<file path="src/rtl/jk_pkg.sv">
// Shared definitions for the JK command sequencer: op encodings, FSM states
// and the JK next-state function used by the on-chip model.
package jk_pkg;

  localparam logic [1:0] JK_HOLD   = 2'b00;
  localparam logic [1:0] JK_RESET  = 2'b01;
  localparam logic [1:0] JK_SET    = 2'b10;
  localparam logic [1:0] JK_TOGGLE = 2'b11;

  typedef enum logic {
    IDLE  = 1'b0,
    ISSUE = 1'b1
  } jk_state_e;

  function automatic logic jk_next(input logic q, input logic j, input logic k);
    return (j & ~q) | (~k & q);
  endfunction

endpackage

</file>
<file path="src/rtl/jk_cmd_fifo.sv">
// Synchronous command FIFO with occupancy count; push is ignored when full and
// pop is ignored when empty. Read data is the current head (show-ahead).
module jk_cmd_fifo #(
  parameter int DEPTH = 4,
  parameter int W     = 6
) (
  input  logic                       clk,
  input  logic                       rst,
  input  logic                       push,
  input  logic                       pop,
  input  logic [W-1:0]               din,
  output logic [W-1:0]               dout,
  output logic                       full,
  output logic                       empty,
  output logic [$clog2(DEPTH):0]     level
);

  localparam int AW = $clog2(DEPTH);
  localparam int LW = AW + 1;

  logic [W-1:0]  r_mem [DEPTH];
  logic [AW-1:0] r_wptr;
  logic [AW-1:0] r_rptr;
  logic [LW-1:0] r_level;
  logic          w_do_push;
  logic          w_do_pop;

  assign full      = (r_level == LW'(DEPTH));
  assign empty     = (r_level == {LW{1'b0}});
  assign level     = r_level;
  assign dout      = r_mem[r_rptr];
  assign w_do_push = push & ~full;
  assign w_do_pop  = pop & ~empty;

  // Storage carries no reset; only pointers and occupancy are control state.
  always_ff @(posedge clk) begin
    if (w_do_push) begin
      r_mem[r_wptr] <= din;
    end
  end

  always_ff @(posedge clk) begin
    if (rst) begin
      r_wptr  <= {AW{1'b0}};
      r_rptr  <= {AW{1'b0}};
      r_level <= {LW{1'b0}};
    end else begin
      if (w_do_push) r_wptr <= r_wptr + AW'(1);
      if (w_do_pop)  r_rptr <= r_rptr + AW'(1);
      case ({w_do_push, w_do_pop})
        2'b10:   r_level <= r_level + LW'(1);
        2'b01:   r_level <= r_level - LW'(1);
        default: r_level <= r_level;
      endcase
    end
  end

endmodule

</file>
<file path="src/rtl/jk_cmd_sequencer.sv">
// Buffers JK commands and replays each onto registered j/k for a programmed
// number of cycles, while tracking the expected flip-flop state against q_fb.
module jk_cmd_sequencer
  import jk_pkg::*;
#(
  parameter int DEPTH = 4,
  parameter int CW    = 4
) (
  input  logic                   clk,
  input  logic                   rst,
  input  logic                   cmd_valid,
  output logic                   cmd_ready,
  input  logic [1:0]             cmd_op,
  input  logic [CW-1:0]          cmd_count,
  output logic                   j,
  output logic                   k,
  input  logic                   q_fb,
  output logic                   q_exp,
  output logic                   q_known,
  output logic                   mismatch,
  output logic                   busy,
  output logic [$clog2(DEPTH):0] level
);

  localparam int FW = 2 + CW;

  jk_state_e     r_state;
  logic          r_j;
  logic          r_k;
  logic [CW-1:0] r_remaining;
  logic          r_q_exp;
  logic          r_q_known;
  logic          r_mismatch;

  logic          w_full;
  logic          w_empty;
  logic          w_push;
  logic          w_take;
  logic [FW-1:0] w_head;
  logic [1:0]    w_op;
  logic [CW-1:0] w_cnt;

  assign cmd_ready = ~w_full;
  assign w_push    = cmd_valid & ~w_full;
  assign w_op      = w_head[FW-1:CW];
  assign w_cnt     = w_head[CW-1:0];

  // A new entry is taken whenever the current one has no cycles left,
  // which also covers the back-to-back case without a gap cycle.
  assign w_take = ~w_empty & ((r_state == IDLE) || (r_remaining == {CW{1'b0}}));

  jk_cmd_fifo #(
    .DEPTH (DEPTH),
    .W     (FW)
  ) u_fifo (
    .clk   (clk),
    .rst   (rst),
    .push  (w_push),
    .pop   (w_take),
    .din   ({cmd_op, cmd_count}),
    .dout  (w_head),
    .full  (w_full),
    .empty (w_empty),
    .level (level)
  );

  always_ff @(posedge clk) begin
    if (rst) begin
      r_state     <= IDLE;
      {r_j, r_k}  <= JK_HOLD;
      r_remaining <= {CW{1'b0}};
      r_q_exp     <= 1'b0;
      r_q_known   <= 1'b0;
      r_mismatch  <= 1'b0;
    end else begin
      // Model advances on the same j/k the flip-flop samples at this edge.
      r_q_exp <= jk_next(r_q_exp, r_j, r_k);
      if (r_j ^ r_k) r_q_known <= 1'b1;
      if (r_q_known && (q_fb != r_q_exp)) r_mismatch <= 1'b1;

      if (w_take) begin
        {r_j, r_k}  <= w_op;
        r_remaining <= (w_cnt == {CW{1'b0}}) ? {CW{1'b0}} : w_cnt - CW'(1);
        r_state     <= ISSUE;
      end else if ((r_state == ISSUE) && (r_remaining != {CW{1'b0}})) begin
        r_remaining <= r_remaining - CW'(1);
      end else begin
        {r_j, r_k}  <= JK_HOLD;
        r_state     <= IDLE;
      end
    end
  end

  assign j        = r_j;
  assign k        = r_k;
  assign q_exp    = r_q_exp;
  assign q_known  = r_q_known;
  assign mismatch = r_mismatch;
  assign busy     = (r_state == ISSUE);

endmodule
</file>
<file path="config.mk">
export PLATFORM = sky130hd
export DESIGN_NAME = jk_cmd_sequencer
export DESIGN_NICKNAME = d
export VERILOG_FILES = /design/src/rtl/jk_pkg.sv /design/src/rtl/jk_cmd_fifo.sv /design/src/rtl/jk_cmd_sequencer.sv
export SDC_FILE = /design/constraint.sdc
export NUM_CORES = 1
export LEC_CHECK = 0
export CORE_ASPECT_RATIO = 1.2
export CORE_MARGIN = 2
export CORE_UTILIZATION = 45
export CTS_CLUSTER_DIAMETER = 80
export CTS_CLUSTER_SIZE = 10
export DETAILED_ROUTE_END_ITERATION = 10
export PLACE_DENSITY_LB_ADDON = 0.12
export SLEW_MARGIN = 25
export SYNTH_ARGS = -nofsm -noshare
export SYNTH_HDL_FRONTEND = slang
export SYNTH_HIERARCHICAL = 1
export SYNTH_SLANG_ARGS = --single-unit
</file>
<file path="constraint.sdc">
create_clock -name clk -period 2.8 [get_ports clk]
set_input_delay 0.56 -clock clk [delete_from_list [all_inputs] [get_ports clk]]
set_output_delay 0.56 -clock clk [all_outputs]
set_load 0.1 [all_outputs]
</file>
Word level (Yosys, flattened, before mapping)
Memory sizes are Yosys's and may differ from the RTL's. A register that Yosys moved wholly into a read port is not among the register bits.
Cells that the tools add are included.
W data, S select, Z words.
{ "word_totals": {"out_inout_bits": 10, "mem_count": 1, "mem_bits_rw": 24, "input_bits": 10, "ff_bits": 17, "word_cells": 56} }
{ "op_classes": {"addsub": 6, "n_eq_ne": 5, "bitwise": 13, "n_mux": 12, "reduce_logical": 9} }
{ "mem_list": {"columns": ["memory", "words", "width", "rd", "rd_clocked_by_memory_dff", "write_ports", "line", "source"], "rows": [
  ["u_fifo.r_mem", 4, 6, 1, 1, 1, "jk_cmd_fifo.sv:21", "logic [W-1:0] r_mem [DEPTH];"]
]} }
{ "op_table": {"columns": ["op", "count"], "rows": [
  ["$mux W4", 3],
  ["$logic_not A4 Y1", 2],
  ["$sub A4 B1 Y4 const B", 2],
  ["$and A1 B1 Y1", 6],
  ["$mux W1", 6],
  ["$pmux W3 S2", 1],
  ["$not A1 Y1", 5],
  ["$add A2 B1 Y2 const B", 2],
  ["$mux W2", 2],
  ["$reduce_bool A2 Y1", 2],
  ["$reduce_bool A4 Y1", 1],
  ["$add A3 B1 Y3 const B", 1],
  ["$eq A3 B3 Y1 const B", 1],
  ["$logic_not A3 Y1", 1],
  ["$sub A3 B1 Y3 const B", 1],
  ["$eq A2 B1 Y1 const B", 1],
  ["$eq A2 B2 Y1 const B", 1],
  ["$logic_and A1 B1 Y1", 2],
  ["$ne A2 B1 Y1 const B", 1],
  ["$logic_or A1 B1 Y1", 1],
  ["$ne A1 B1 Y1", 1],
  ["$or A1 B1 Y1", 1],
  ["$xor A1 B1 Y1", 1]
]} }

Logic depth before layout (Yosys ltp)
Gate-level depths: netlist of the first run.
{ "depth": {"word_depth": 6, "depth_mapped": 12, "ltp_nobuf": 12} }

By module
Netlist of the first run, hierarchy kept.
{ "by_module_without_submodules": {"columns": ["mod", "instances", "area_each_um2", "seq_area_each_um2", "cells_per_inst"], "rows": [
  ["jk_cmd_fifo", 1, 1336.3, 900.9, 85],
  ["jk_cmd_sequencer", 1, 566.8, 200.2, 68]
]} }

Worst setup path after synthesis of the first run
Ideal clock, no wire load.
{ "synth_path": {"path_type": "flip-flop to flip-flop", "from": "register u_fifo.r_level[2], in the netlist u_fifo/level[2]", "to": "register u_fifo.r_level[2], in the netlist u_fifo/level[2]", "n_path_buf": 0, "period_less_slack_ps": 2955, "slack_ps": -155, "path_stages_with_launch": 12, "arrival_ps": 2885, "t_required_ps": 2730, "setup_ps": 70, "path_cell_list": "dfxtp_1 nor3b_2 nor2b_1 inv_1 nor2_1 inv_1 ha_1 inv_1 fa_1 xor2_1 or3_1 a21oi_1"} }
{ "synth_via": {"elab_chain_len": 6, "word_cells_on_any_way": 14, "cone_classes": "2 x add/sub; 3 x eq/ne; 1 x mux; 6 x bitwise; 2 x reduce/logical"} }
{ "synth_rtl": {"columns": ["element", "line", "source"], "rows": [
  ["start, declared", "jk_cmd_fifo.sv:24", "logic [LW-1:0] r_level;"],
  ["start signal, assigned", "jk_cmd_fifo.sv:46", "r_level <= {LW{1'b0}};"],
  ["start signal, assigned", "jk_cmd_fifo.sv:51", "2'b10: r_level <= r_level + LW'(1);"],
  ["start signal, assigned", "jk_cmd_fifo.sv:52", "2'b01: r_level <= r_level - LW'(1);"],
  ["$eq A3 B3 Y1 *", "jk_cmd_fifo.sv:28", "assign full = (r_level == LW'(DEPTH));"],
  ["named net w_full", "jk_cmd_sequencer.sv:35", "logic w_full;"],
  ["$not A1 Y1 *", "jk_cmd_sequencer.sv:44", "assign w_push = cmd_valid & ~w_full;"],
  ["$and A1 B1 Y1 *", "jk_cmd_sequencer.sv:44", null],
  ["named net w_push", "jk_cmd_sequencer.sv:37", "logic w_push;"],
  ["$and A1 B1 Y1 *", "jk_cmd_fifo.sv:32", "assign w_do_push = push & ~full;"],
  ["$eq A2 B1 Y1 / $eq A2 B2 Y1 (equally long branches)", "jk_cmd_fifo.sv:50", "case ({w_do_push, w_do_pop})"],
  ["$pmux W3 S2 / $reduce_bool A2 Y1 (equally long branches)", null, null]
]} }
The timed path passes the listed nets; every way through them passes the cells marked *.
A chain may end at the register's enable or synchronous reset.

Worst setup path in the final report of the first run
{ "layout_path": {"from": "register r_remaining[1]", "to": "register u_fifo.r_level[2], in the netlist u_fifo/level[2]"} }
{ "layout_via": {"elab_chain_len": 6, "word_cells_on_any_way": 8, "cone_classes": "2 x eq/ne; 1 x mux; 2 x bitwise; 3 x reduce/logical"} }
{ "layout_rtl": {"columns": ["element", "line", "source"], "rows": [
  ["start, declared", "jk_cmd_sequencer.sv:30", "logic [CW-1:0] r_remaining;"],
  ["start signal, assigned", "jk_cmd_sequencer.sv:71", "r_remaining <= {CW{1'b0}};"],
  ["start signal, assigned", "jk_cmd_sequencer.sv:83", "r_remaining <= (w_cnt == {CW{1'b0}}) ? {CW{1'b0}} : w_cnt - CW'(1);"],
  ["start signal, assigned", "jk_cmd_sequencer.sv:86", "r_remaining <= r_remaining - CW'(1);"],
  ["$logic_not A4 Y1 *", "jk_cmd_sequencer.sv:50", "assign w_take = ~w_empty & ((r_state == IDLE) || (r_remaining == {CW{1'b0}}));"],
  ["$logic_or A1 B1 Y1 *", "jk_cmd_sequencer.sv:50", null],
  ["$and A1 B1 Y1 *", "jk_cmd_sequencer.sv:50", null],
  ["named net w_take", "jk_cmd_sequencer.sv:38", "logic w_take;"],
  ["$and A1 B1 Y1 *", "jk_cmd_fifo.sv:33", "assign w_do_pop = pop & ~empty;"],
  ["named net u_fifo.w_do_pop", "jk_cmd_fifo.sv:26", "logic w_do_pop;"],
  ["$eq A2 B1 Y1 / $eq A2 B2 Y1 (equally long branches)", "jk_cmd_fifo.sv:50", null],
  ["$pmux W3 S2 / $reduce_bool A2 Y1 (equally long branches)", null, null],
  ["end signal, assigned", "jk_cmd_fifo.sv:51", null],
  ["end signal, assigned", "jk_cmd_fifo.sv:52", null],
  ["end signal, assigned", "jk_cmd_fifo.sv:53", "default: r_level <= r_level;"]
]} }
Marks and branches as above.

==> reports/qor.yml, run 1 <==
cp_data_required_time_ns: 3.01
cp-start-kind: "register"
io_buffers: 19
drt_iter0_drc: 39
power_frac_clock_pct: 18.9
fp.dieArea_sq_mm: 0.00477
path_class: "register to register"
root_buffer: "clkbuf_8"
antenna_found_initial: 0
outcome: "completed"
place_area_sq_mm: 0.00213
critPathCaptureType: "register"
hold_viol_final: 0
cts_buffers: 5
io_pins: 20
wirelength_um: 3270
power_density_mw_per_mm2: 1110
crit_end: "u_fifo/level[2]$_SDFFE_PP0P_"
finish.instance_area_sq_mm: 0.00229
grt_pass1_vias: 1192
drive_gt1_share_pct: 23.3
ys.flop_type: "edfxtp_1"
hold_buffers: 0
clock_path_buffers: 2
syn_to_final_growth_pct: 20.2
combPwrFrac_pct: 44.8
power_leakage_nw: 0.823
switching_share_pct: 42.0
worstMarginPinSlew_ns: 0.671
maxCapViolCount: 0
slew_headroom_pct: 55.2
setup_viol: 0
whs_ns: 0.470
finalCritPeriodShare_pct: 95.5
slew_viol_final: 0
synthArstFlopShare_pct: 0
track_usage_pct: 15.0
clock-sinks: 43
clk_latency_ns: 0.29
nNetsFinal: 196
synth_edf_count: 24
hold_class: "register to register"
grt_max_degree: 19
grt_pass1_wl_um: 5380
fin_crit_ns: 2.68
first_pass_iters: 4
dr_total_vias: 1208
internal-power_w: 0.00148
cts_tree: "yes"
die_h_um: 75.2
hpwl_um: 2300
synth_area_sq_mm: 0.00190
synth.distinct_cells: 37
startpoint: "r_remaining[1]$_SDFFE_PP0P_"
grt_overflow: 0
gp_congestion: 0.754
switching_power_w: 0.00107
syn_inst: 153
regToRegSetupSlack_ns: 0.12
worst_ep_arrival_time_ns: 2.88
synth-seq-cells: 43
drcViolationCount: 0
die_w_um: 63.4
crit_fanout: 4
synth-seq-area-share_pct: 57.9
yosysWarnings: 6
r2r-start: "r_remaining[1]$_SDFFE_PP0P_"
htreeDepth: 2
timing.rr.end: "u_fifo/level[2]$_SDFFE_PP0P_"
skew_ns: 0.00569
r2r_cells: 12
wl_per_cell_um: 14.0
seqPwrFrac_pct: 36.2
avgSynthCellArea_sq_um: 12.4
initial_core_util_pct: 47.5
clk_pin_slew_worst_paths_ns: 0.08
rows: 25
core-area_sq_mm: 0.00400
peakVddDrop_v: 0.000432
via_per_inst: 5.16
max_freq_mhz: 374
postRouteAntennaNets: 0
synth_fp_nets: 170
nFillCells: 356
diodes: 0
[critical path, stage by stage, from the launching register on]
cell     delay (ns)
dfxtp_1        0.33
inv_1          0.11
ha_4           0.15
or3b_4         0.41
a21oi_4        0.18
o31ai_2        0.10
inv_1          0.06
ha_1           0.16
inv_1          0.06
fa_1           0.37
xor2_1         0.16
or3_1          0.34
a21oi_2        0.15
[state kept, by name, summed over array words and instances, names as in the netlist, named ones only]
| name | count |
|---|---|
| u_fifo/r_rptr | 2 |
| busy | 1 |
| j | 1 |
| k | 1 |
| u_fifo/level | 3 |
| u_fifo/r_mem | 24 |
| mismatch | 1 |
| u_fifo/r_wptr | 2 |
| q_exp | 1 |
| q_known | 1 |
| r_remaining | 4 |
[kinds of logic after synthesis]
kind of cell,after synthesis,synth area share [%]
simple gates,45,13.8
flops,43,57.9
compound gates,29,9.20
buf+inv,16,3.62
mux,8,8.22
fa+ha+maj,7,5.00
xor+xnor,5,2.30
[cell type report]
| cell class | count | area, sq um | area share, % |
|---|---|---|---|
| tap | 54 | 67.6 | 2.95 |
| inverter | 12 | 45.0 | 1.97 |
| clock buffer | 5 | 68.8 | 3.01 |
| clock inverter | 3 | 46.3 | 2.02 |
| multi-input combinational | 94 | 762 | 33.3 |
| sequential | 43 | 1100 | 48.2 |
| timing repair buffer | 23 | 195 | 8.53 |
[synthesized netlist by cell type, drive strengths merged, types with 5 or more instances]
library cell / instances / area [sq um]
edfxtp: 24 / 721
mux4: 6 / 135
nand3b: 5 / 37.5
ha: 6 / 75.1
a21oi: 13 / 68.8
nor2: 14 / 52.6
and2: 6 / 41.3
nor3: 5 / 30.0
o21ai: 8 / 40.0
xor2: 5 / 43.8
inv: 12 / 45.0
dfxtp: 19 / 380
[power by group through the flow]
stage / sequential, W / combinational [W] / clock [W]
2_1_floorplan: 0.00122 / 0.000559 / 0
3_3_place_gp: 0.000924 / 0.00105 / 0
3_5_place_dp: 0.000933 / 0.00108 / 0
4_1_cts: 0.000919 / 0.00108 / 0.000497
5_1_grt: 0.000942 / 0.00123 / 0.000520
6_report: 0.000923 / 0.00114 / 0.000482
[cell usage in the layout (no fill, tap or decap), types with 6 or more instances in the layout]
| master | instances |
|---|---|
| a21oi_1 | 11 |
| clkdlybuf4s50_1 | 9 |
| mux4_2 | 6 |
| nor2_1 | 14 |
| buf_4 | 14 |
| o21ai_0 | 7 |
| dfxtp_1 | 17 |
| inv_1 | 12 |
| edfxtp_1 | 24 |
[layer usage]
layer,vias up,part of all wire (%),global-route usage (%),routed length (um)
met5,-,0,0,0
met3,6,4.3,4.04,140
met1,570,42,16.2,1360
met2,32,52,27.6,1720
li1,600,-,-,-
met4,0,1.6,7.25,51
[metrics by stage]
step,utilization [%],power [W],worst slack (ns),setup TNS [ns],instances
CTS,56.1,0.00250,0.0103,0,232
global route,57.2,0.00269,-0.00172,-0.00172,234
finish,57.2,0.00255,0.125,0,234
global placement,53.2,0.00197,0.170,0,224
detailed placement,53.2,0.00201,0.0306,0,224
floorplan,-,0.00178,0.0218,0,153
[worst min-delay path by stage]
stage                             startpoint               endpoint  cells past startpoint
4_1_cts                mismatch$_SDFFE_PP0P_  mismatch$_SDFFE_PP0P_                      2
2_1_floorplan  u_fifo/r_rptr[1]$_SDFFE_PP0P_               register                      2
5_1_grt                mismatch$_SDFFE_PP0P_  mismatch$_SDFFE_PP0P_                      2
6_report               mismatch$_SDFFE_PP0P_  mismatch$_SDFFE_PP0P_                      2
3_3_place_gp           mismatch$_SDFFE_PP0P_  mismatch$_SDFFE_PP0P_                      2
3_5_place_dp           mismatch$_SDFFE_PP0P_  mismatch$_SDFFE_PP0P_                      2
[timing repair]
item                                    4_1_cts  5_1_grt
endpoints found under the setup margin        0        1
endpoints found under the hold margin         0        0
buffers inserted                              0        2
resized for setup                             0        5
Note: power is estimated with default switching activity, not from simulation.
==> run 2: changes to the inputs <==
--- a/config.mk
+++ b/config.mk
@@ -8,10 +8,9 @@
 export CORE_ASPECT_RATIO = 1.2
 export CORE_MARGIN = 2
 export CORE_UTILIZATION = 45
-export CTS_CLUSTER_DIAMETER = 80
 export CTS_CLUSTER_SIZE = 10
 export DETAILED_ROUTE_END_ITERATION = 10
-export PLACE_DENSITY_LB_ADDON = 0.12
+export PLACE_DENSITY = 0.69
 export SLEW_MARGIN = 25
 export SYNTH_ARGS = -nofsm -noshare
 export SYNTH_HDL_FRONTEND = slang
==> reports/qor.yml, run 2 (synthesis results as in run 1) <==
mostFrequentLayoutCells: "edfxtp_1 (24), dfxtp_1 (17), nor2_1 (14)"  # was edfxtp_1 (24), dfxtp_1 (17), nor2_1 (14), buf_4 (14), inv_1 (12)
fin_crit_ns: 2.69  # was 2.68 ns
whs_ns: 0.485  # was 0.470 ns
track_usage_pct: 14.4  # was 15.0%
clock-sinks: 43  # unchanged
place_area_sq_mm: 0.00212  # was 0.00213 sq mm
first_pass_iters: 4  # unchanged
grt_overflow: 0  # unchanged
clk_latency_ns: 0.29  # about the same
drive_gt1_share_pct: 22.5  # was 23.3%
core-area_sq_mm: 0.00400  # unchanged
die_w_um: 63.4  # unchanged
largest_reg_flops: 24  # unchanged
cp_data_required_time_ns: 3.01  # about the same
timing.rr.end: "u_fifo/level[2]$_SDFFE_PP0P_"  # unchanged
clk_pin_slew_worst_paths_ns: 0.08  # about the same
finalCritPeriodShare_pct: 96.2  # was 95.5%
min_to: "mismatch$_SDFFE_PP0P_"  # unchanged
wirelength_um: 3130  # was 3270 um
worst_ep_arrival_time_ns: 2.90  # was 2.88 ns
nFillCells: 371  # was 356
postRouteAntennaNets: 0  # unchanged
r2r-start: "r_remaining[1]$_SDFFE_PP0P_"  # unchanged
io_pins: 20  # unchanged
hold_depth: 2  # unchanged
cts_buffers: 5  # unchanged
final_common_cell: "edfxtp_1"  # unchanged
nNetsFinal: 194  # was 196
regToRegSetupSlack_ns: 0.11  # was 0.12 ns
crit_fanout: 4  # unchanged
diodes: 0  # unchanged
rows: 25  # unchanged
io_buffers: 19  # unchanged
grt_max_degree: 19  # unchanged
hold_class: "register to register"  # unchanged
fp.dieArea_sq_mm: 0.00477  # unchanged
syn_to_final_growth_pct: 18.9  # was 20.2%
largest-register: "u_fifo/r_mem"  # unchanged
wl_per_cell_um: 13.5  # was 14.0 um
max_freq_mhz: 371  # was 374 MHz
via_per_inst: 5.18  # was 5.16
grt_pass1_vias: 1161  # was 1192
cp-start-kind: "register"  # unchanged
slew_headroom_pct: 55.1  # was 55.2%
clock_path_buffers: 2  # unchanged
critPathCaptureType: "register"  # unchanged
peakVddDrop_v: 0.000437  # was 0.000432 V
slew_viol_final: 0  # unchanged
power_leakage_nw: 0.813  # was 0.823 nW
cts_tree: "yes"  # unchanged
setup_viol: 0  # unchanged
maxCapViolCount: 0  # unchanged
path_class: "register to register"  # unchanged
drt_iter0_drc: 69  # was 39
drcViolationCount: 0  # unchanged
root_buffer: "clkbuf_8"  # unchanged
skew_ns: 0.00622  # was 0.00569 ns
finish.instance_area_sq_mm: 0.00226  # was 0.00229 sq mm
r2r_cells: 12  # unchanged
initial_core_util_pct: 47.5  # unchanged
fin_setup_tns_ns: 0  # unchanged
die_h_um: 75.2  # unchanged
hold_viol_final: 0  # unchanged
htreeDepth: 2  # unchanged
hpwl_um: 2280  # was 2300 um
grt_pass1_wl_um: 5250  # was 5380 um
hold_start: "mismatch$_SDFFE_PP0P_"  # unchanged
gp_congestion: 0.796  # was 0.754
antenna_found_initial: 0  # unchanged
power_density_mw_per_mm2: 1110  # about the same
dr_total_vias: 1201  # was 1208
worstMarginPinSlew_ns: 0.672  # was 0.671 ns
outcome: "completed"  # unchanged
==> run 2: cell count changes in the layout (fill, tap and decap cells not counted), sizes merged <==
cell      before  now
clkinv         0    1
buf           14   12
clkinvlp       1    0
==> run 2: repair_timing <==
action                                  in CTS  in global routing
hold buffers                                 0                  0
resized for setup                            0                  4
hold endpoints to repair                     0                  0
endpoints found under the setup margin       0                  1
buffers inserted                             0                  1
==> run 2: cell type report <==
| class | count | area, sq um | area share, % |
|---|---|---|---|
| clock buffers | 5 | 68.8 | 3.04 |
| clock inverters | 3 | 47.5 | 2.10 |
| inverters | 12 | 45.0 | 1.99 |
| multi-input cells | 94 | 751 | 33.2 |
| flip-flops and latches | 43 | 1100 | 48.8 |
| well taps | 54 | 67.6 | 2.99 |
| repair buffers | 21 | 180 | 7.96 |
==> run 2: per-stage QoR <==
step / cells / utilization [%] / power (W) / worst slack [ns]
3_3_place_gp: 223 / 53.0 / 0.00197 / 0.166
4_1_cts: 231 / 55.9 / 0.00248 / 0.0387
5_1_grt: 232 / 56.5 / 0.00266 / -0.0257
6_report: 232 / 56.5 / 0.00250 / 0.107
3_5_place_dp: 223 / 53.0 / 0.00199 / 0.0698
2_1_floorplan: 153 / - / 0.00178 / 0.0218
==> run 2: critical path: stages (launching register included) <==
cell and delay (ns):
dfxtp_1 0.32, inv_1 0.08, ha_2 0.20, or3b_4 0.42, a21oi_4 0.17, o31ai_2 0.10
inv_1 0.09, ha_2 0.19, inv_1 0.05, fa_1 0.37, xor2_1 0.15, or3_1 0.32
a21oi_1 0.15
==> run 2: power breakdown <==
part           internal (W)  leakage [nW]  switching [W]
clock              0.000270        0.0587       0.000213
sequential         0.000800         0.377       0.000120
combinational      0.000388         0.377       0.000713
total               0.00146         0.813        0.00105
==> run 2: metal layers <==
| layer | track usage (%) | share of wire [%] | vias up |
|---|---|---|---|
| li1 | - | - | 599 |
| met1 | 16.1 | 41 | 571 |
| met2 | 26.3 | 52 | 23 |
| met3 | 4.19 | 4.2 | 8 |
| met4 | 5.80 | 2.3 | 0 |
| met5 | 0 | 0 | - |
==> run 2: how the worst max path moves through the flow <==
stage / from / endpoint
2_1_floorplan: u_fifo/level[1]$_SDFFE_PP0P_ / u_fifo/level[2]$_SDFFE_PP0P_
6_report: r_remaining[1]$_SDFFE_PP0P_ / u_fifo/level[2]$_SDFFE_PP0P_
3_5_place_dp: r_remaining[1]$_SDFFE_PP0P_ / u_fifo/level[2]$_SDFFE_PP0P_
3_3_place_gp: r_remaining[1]$_SDFFE_PP0P_ / u_fifo/level[2]$_SDFFE_PP0P_
4_1_cts: r_remaining[0]$_SDFFE_PP0P_ / u_fifo/level[2]$_SDFFE_PP0P_
5_1_grt: r_remaining[0]$_SDFFE_PP0P_ / u_fifo/level[2]$_SDFFE_PP0P_
